File: config.mk
export PLATFORM = sky130hd
export DESIGN_NAME = gray_code_counter
export DESIGN_NICKNAME = d
export VERILOG_FILES = /design/src/rtl/gray_code_counter.sv
export SDC_FILE = /design/constraint.sdc
export NUM_CORES = 1
export LEC_CHECK = 0
export CORE_AREA = 2 2 39 41
export DETAILED_ROUTE_END_ITERATION = 12
export DIE_AREA = 0 0 41 43
export PLACE_DENSITY_LB_ADDON = 0.3
export SYNTH_ARGS = -nofsm -noshare
export SYNTH_HDL_FRONTEND = slang
export SYNTH_SLANG_ARGS = --single-unit
File: constraint.sdc
create_clock -name clk -period 2.6 [get_ports clk]
set_input_delay 0.52 -clock clk [delete_from_list [all_inputs] [get_ports clk]]
set_output_delay 0.52 -clock clk [all_outputs]
set_load 0.01 [all_outputs]
File: src/rtl/gray_code_counter.sv
// Up/down counter that registers a binary count and its matching Gray code, with step-flip mask and wrap pulse.
// Latency: 1 cycle from the sampled rst/load/en to the outputs; every output comes straight from a flop.
// Backpressure: none; one step per enabled cycle, and load takes priority over en.
module gray_code_counter #(
    parameter int W = 3
) (
    input  logic         clk,
    input  logic         rst,
    input  logic         en,
    input  logic         up,
    input  logic         load,
    input  logic [W-1:0] load_bin,
    output logic [W-1:0] bin,
    output logic [W-1:0] gray,
    output logic [W-1:0] flip,
    output logic         tc
);

    logic [W-1:0] step_bin;
    logic [W-1:0] step_gray;
    logic [W-1:0] load_gray;
    logic         step_wrap;

    always_comb begin
        step_bin  = up ? (bin + 1'b1) : (bin - 1'b1);
        step_gray = step_bin ^ (step_bin >> 1);
        load_gray = load_bin ^ (load_bin >> 1);
        // Wrap is decided from the pre-step value, so direction changes are handled per edge.
        step_wrap = up ? (&bin) : ~(|bin);
    end

    always_ff @(posedge clk) begin
        if (rst) begin
            bin  <= '0;
            gray <= '0;
            flip <= '0;
            tc   <= 1'b0;
        end else if (load) begin
            bin  <= load_bin;
            gray <= load_gray;
            flip <= '0;
            tc   <= 1'b0;
        end else if (en) begin
            bin  <= step_bin;
            gray <= step_gray;
            flip <= gray ^ step_gray;
            tc   <= step_wrap;
        end else begin
            flip <= '0;
            tc   <= 1'b0;
        end
    end

endmodule

* Yosys cells after proc, flatten, opt, wreduce, memory -nomap -nowiden
Index checks and enable logic that the tools add are counted.
W data, S select, Z words.
** Cells by class
- Muxes and demuxes :: 6
- $add $sub $neg :: 2
- Bitwise operators :: 5
- Reductions and logical operators :: 4
** Operators with widths (number)
- $mux W3 :: 5
- $reduce_or A3 Y1 :: 2
- $xor A3 B2 Y3 :: 2
- $add A3 B1 Y3 const B :: 1
- $reduce_and A3 Y1 :: 1
- $sub A3 B1 Y3 const B :: 1
- $xor A3 B3 Y3 :: 1
- $not A1 Y1 :: 2
- $reduce_bool A2 Y1 :: 1
- $mux W1 :: 1
** Storage, ports and cells
- Register bits after elaboration :: 10
- Word-level logic and storage cells :: 21
- Input bits :: 8

* Depth between registers and ports, before layout
Gate-level depths: netlist of the first run.
- Word-level depth :: 5
- Mapped depth :: 5
- Gate-level depth less buffers :: 5

* Least setup slack after synthesis of the first run
OpenSTA, ideal clock, no wires.
- Path type :: input-to-reg
- Start point :: input port up
- End point :: register flip[1]
- Arrival :: 1.806 ns
- Cell stages on the path :: 4
- Path slack :: 0.729 ns
- Required time :: 2.535 ns
- Path buffers :: 0
- Setup time :: 0.065 ns
- Cells stage by stage :: fa_1 > xnor2_1 > xor3_4 > nor2_1
** Between the ends
- Cells in the longest elaborated chain, start to end :: 3
** Ends and longest elaborated chain
- start, declared :: RTL line 10 : input logic up,
- $mux W3 :: RTL line 25 : step_bin = up ? (bin + 1'b1) : (bin - 1'b1);
- $xor A3 B2 Y3 :: RTL line 26 : step_gray = step_bin ^ (step_bin >> 1);
- $xor A3 B3 Y3 :: RTL line 46 : flip <= gray ^ step_gray;
- end signal, assigned :: RTL line 46
- end, declared :: RTL line 15 : output logic [W-1:0] flip,
No other way between the ends.
A chain may end at the register's enable or synchronous reset.

* Worst setup path after layout of the first run
Same ends and word-level chain as after synthesis.

==> out/qor.csv, run 1 <==
metric,value,unit
Final Routed Wirelength,862,µm
Area Overhead vs Synth,43.6,%
Max-Cap Viols,0,
R2R depth,5,
clk sink count,9,
CTS Hold Buffers Added,0,
DR vias/cell,4.80,
root buffer cell,clkbuf_4,
Clock transition at path regs,0.06,ns
Worst-Margin Slew,0.440,ns
die area,0.00176,mm²
TNS Setup,0,ns
HPWL Detailed,690,µm
Mapped Area,462,µm²
initial antenna violation count,0,
min Tclk post-route,2.24,ns
latest clock arrival within the worst-skew pair,0.26,ns
Synth Register Bits,9,
CTS H-Tree Depth,1,
"most common cell after layout, fill and taps aside",clkdlybuf4s50_1,
Worst slew margin,0.704,
Mapped Cells,51,
Die X,41,µm
Iter 0 DRT Violations,2,
post-synthesis sequential area ratio,0.390,
largest net degree at the start of global routing,9,
Setup Viol. Count Final,0,
unrepaired setup endpoints after global routing,no,
PD cells,580,mW/mm²
post-synthesis net count,60,
"Net count, final",79,
gr ovfl total,0,
Syn. warnings,0,
Routed Antenna Nets,0,
worst r2r dst,flip[1],
startpoint types,input port,
Resized cells post-CTS,0,
Vias,408,
cell accounting for the most synthesized area,dfxtp_1,
Place WS,0.0894,ns
Critical Path AT,2.43,ns
hold path startpoint,gray[0],
IO Port Bufs,17,
hold path endpoint,flip[0],
antenna fix cells,0,
Worst Path Required,2.79,ns
CTS tree,built,
Final GP Congestion,0.751,
Yosys top cell area share,0.390,
top achievable clock speed,0.447,GHz
Final Util,0.479,
"commonest cells after routing, fill and taps aside","clkdlybuf4s50_1, dfxtp_1, a21oi_1",
syn avg cell area,9.05,µm²
Num CTS Buffers,3,
Top-Level Pins,18,
postcts setup bufs,0,
final hold violations,0,
core box area,0.00138,mm²
outcome,"complete, no violations",
Min-Delay Path Class,flop to flop,
Area contributors post-synth,"dfxtp_1, xor2_1, a21oi_1",
number of global-route vias before repair,374,
Final period util,0.860,
crit end category,flop,
reg2reg setup slack,0.64,ns
global-route wire length before repair,1590,µm
DRC violation count after routing,0,
post-synth cell types,20,
Setup Crit Path Kind,input port to flop,
Hold Crit Depth,2,
layout cell share with drive strength beyond 1,0.0870,
final setup skew,0.00341,ns
worst r2r src,bin[0],
DR WL/cell,10.1,µm
crit path from,up,
post-route setup slack,0.364,ns
Std-Cell Rows,14,
worst vdd ir,0.247,mV
DRT Pass-1 Iters,3,
Slew Limit Fails,0,
static leakage,0.000254,µW
Initial Util,0.334,
GRT Total Usage,0.133,
die height,43,µm
CTS Buffer Depth,2,
CP max FO,5,
[cells by family after synthesis]
kind of cell	Yosys count	synth area share
XOR/XNOR	8	0.192
AO/OA/AOI/OAI	11	0.138
adder cells (fa/ha/maj)	1	0.0434
buffers and inverters	7	0.0650
AND/OR/NAND/NOR	15	0.171
flip-flops	9	0.390
[synth_stat cells, drive strengths merged]
cell    number
dfxtp        9
a21oi        6
nand2        5
inv          4
xor2         4
nor2         3
xnor2        3
clkbuf       2
nor3b        2
o22ai        2
or3          2
a311oi       1
buf          1
fa           1
nand4        1
o211ai       1
o21ai        1
or2          1
or4          1
xor3         1
[flip-flops by register name (all words and copies together), names as in the netlist]
name  cells
tc        1
bin       3
flip      3
gray      2
[worst max-delay path, stage by stage]
cell and delay, ns:
clkdlybuf4s50_1 0.49, fa_1 0.46, xnor2_1 0.39, xor3_4 0.47
nor2_1 0.10
[area by class of cell]
type / count / area [µm²]
Tap cell: 16 / 20.0
Multi-Input combinational cell: 35 / 251
Fill cell: 148 / 721
Clock buffer: 4 / 26.3
Sequential cell: 9 / 180
Timing Repair Buffer: 17 / 170
Inverter: 4 / 15.0
[per-layer routing]
layer,routed length [µm],track usage
met1,404,0.175
met2,394,0.188
met3,52,0.0471
met4,11,0.0600
met5,0,0
[through the flow]
step / instance area, µm² / total power, µW / std cells / hold slack (ns)
floorplan: 462 / 238 / 51 / 0.496
global placement: 637 / 281 / 81 / 0.469
detailed placement: 637 / 282 / 81 / 0.476
CTS: 663 / 390 / 85 / 0.487
global route: 663 / 414 / 85 / 0.559
finish: 663 / 385 / 85 / 0.488
[report_power, final]
part / total (µW) / internal, µW / switching [µW]
combinational: 120 / 73.4 / 46.6
clock: 107 / 59.1 / 47.5
sequential: 158 / 149 / 9.51
[worst max-delay path by stage]
stage,endpoint,slack (ns),cells past startpoint
floorplan,flip[1],0.73,4
global placement,flip[1],0.13,5
detailed placement,flip[1],0.09,5
CTS,flip[1],0.36,5
global route,flip[1],0.22,5
finish,flip[1],0.36,5
Note: power is estimated with default switching activity, not from simulation.
==> inputs of run 2 (changes only) <==
--- a/config.mk
+++ b/config.mk
@@ -5,10 +5,12 @@
 export SDC_FILE = /design/constraint.sdc
 export NUM_CORES = 1
 export LEC_CHECK = 0
+export CAP_MARGIN = 5
 export CORE_AREA = 2 2 39 41
 export DETAILED_ROUTE_END_ITERATION = 12
 export DIE_AREA = 0 0 41 43
 export PLACE_DENSITY_LB_ADDON = 0.3
+export SETUP_SLACK_MARGIN = 0.2
 export SYNTH_ARGS = -nofsm -noshare
 export SYNTH_HDL_FRONTEND = slang
 export SYNTH_SLANG_ARGS = --single-unit
==> results of run 2 <==
No change in the layout: final DEF, timing and power equal those of run 1.
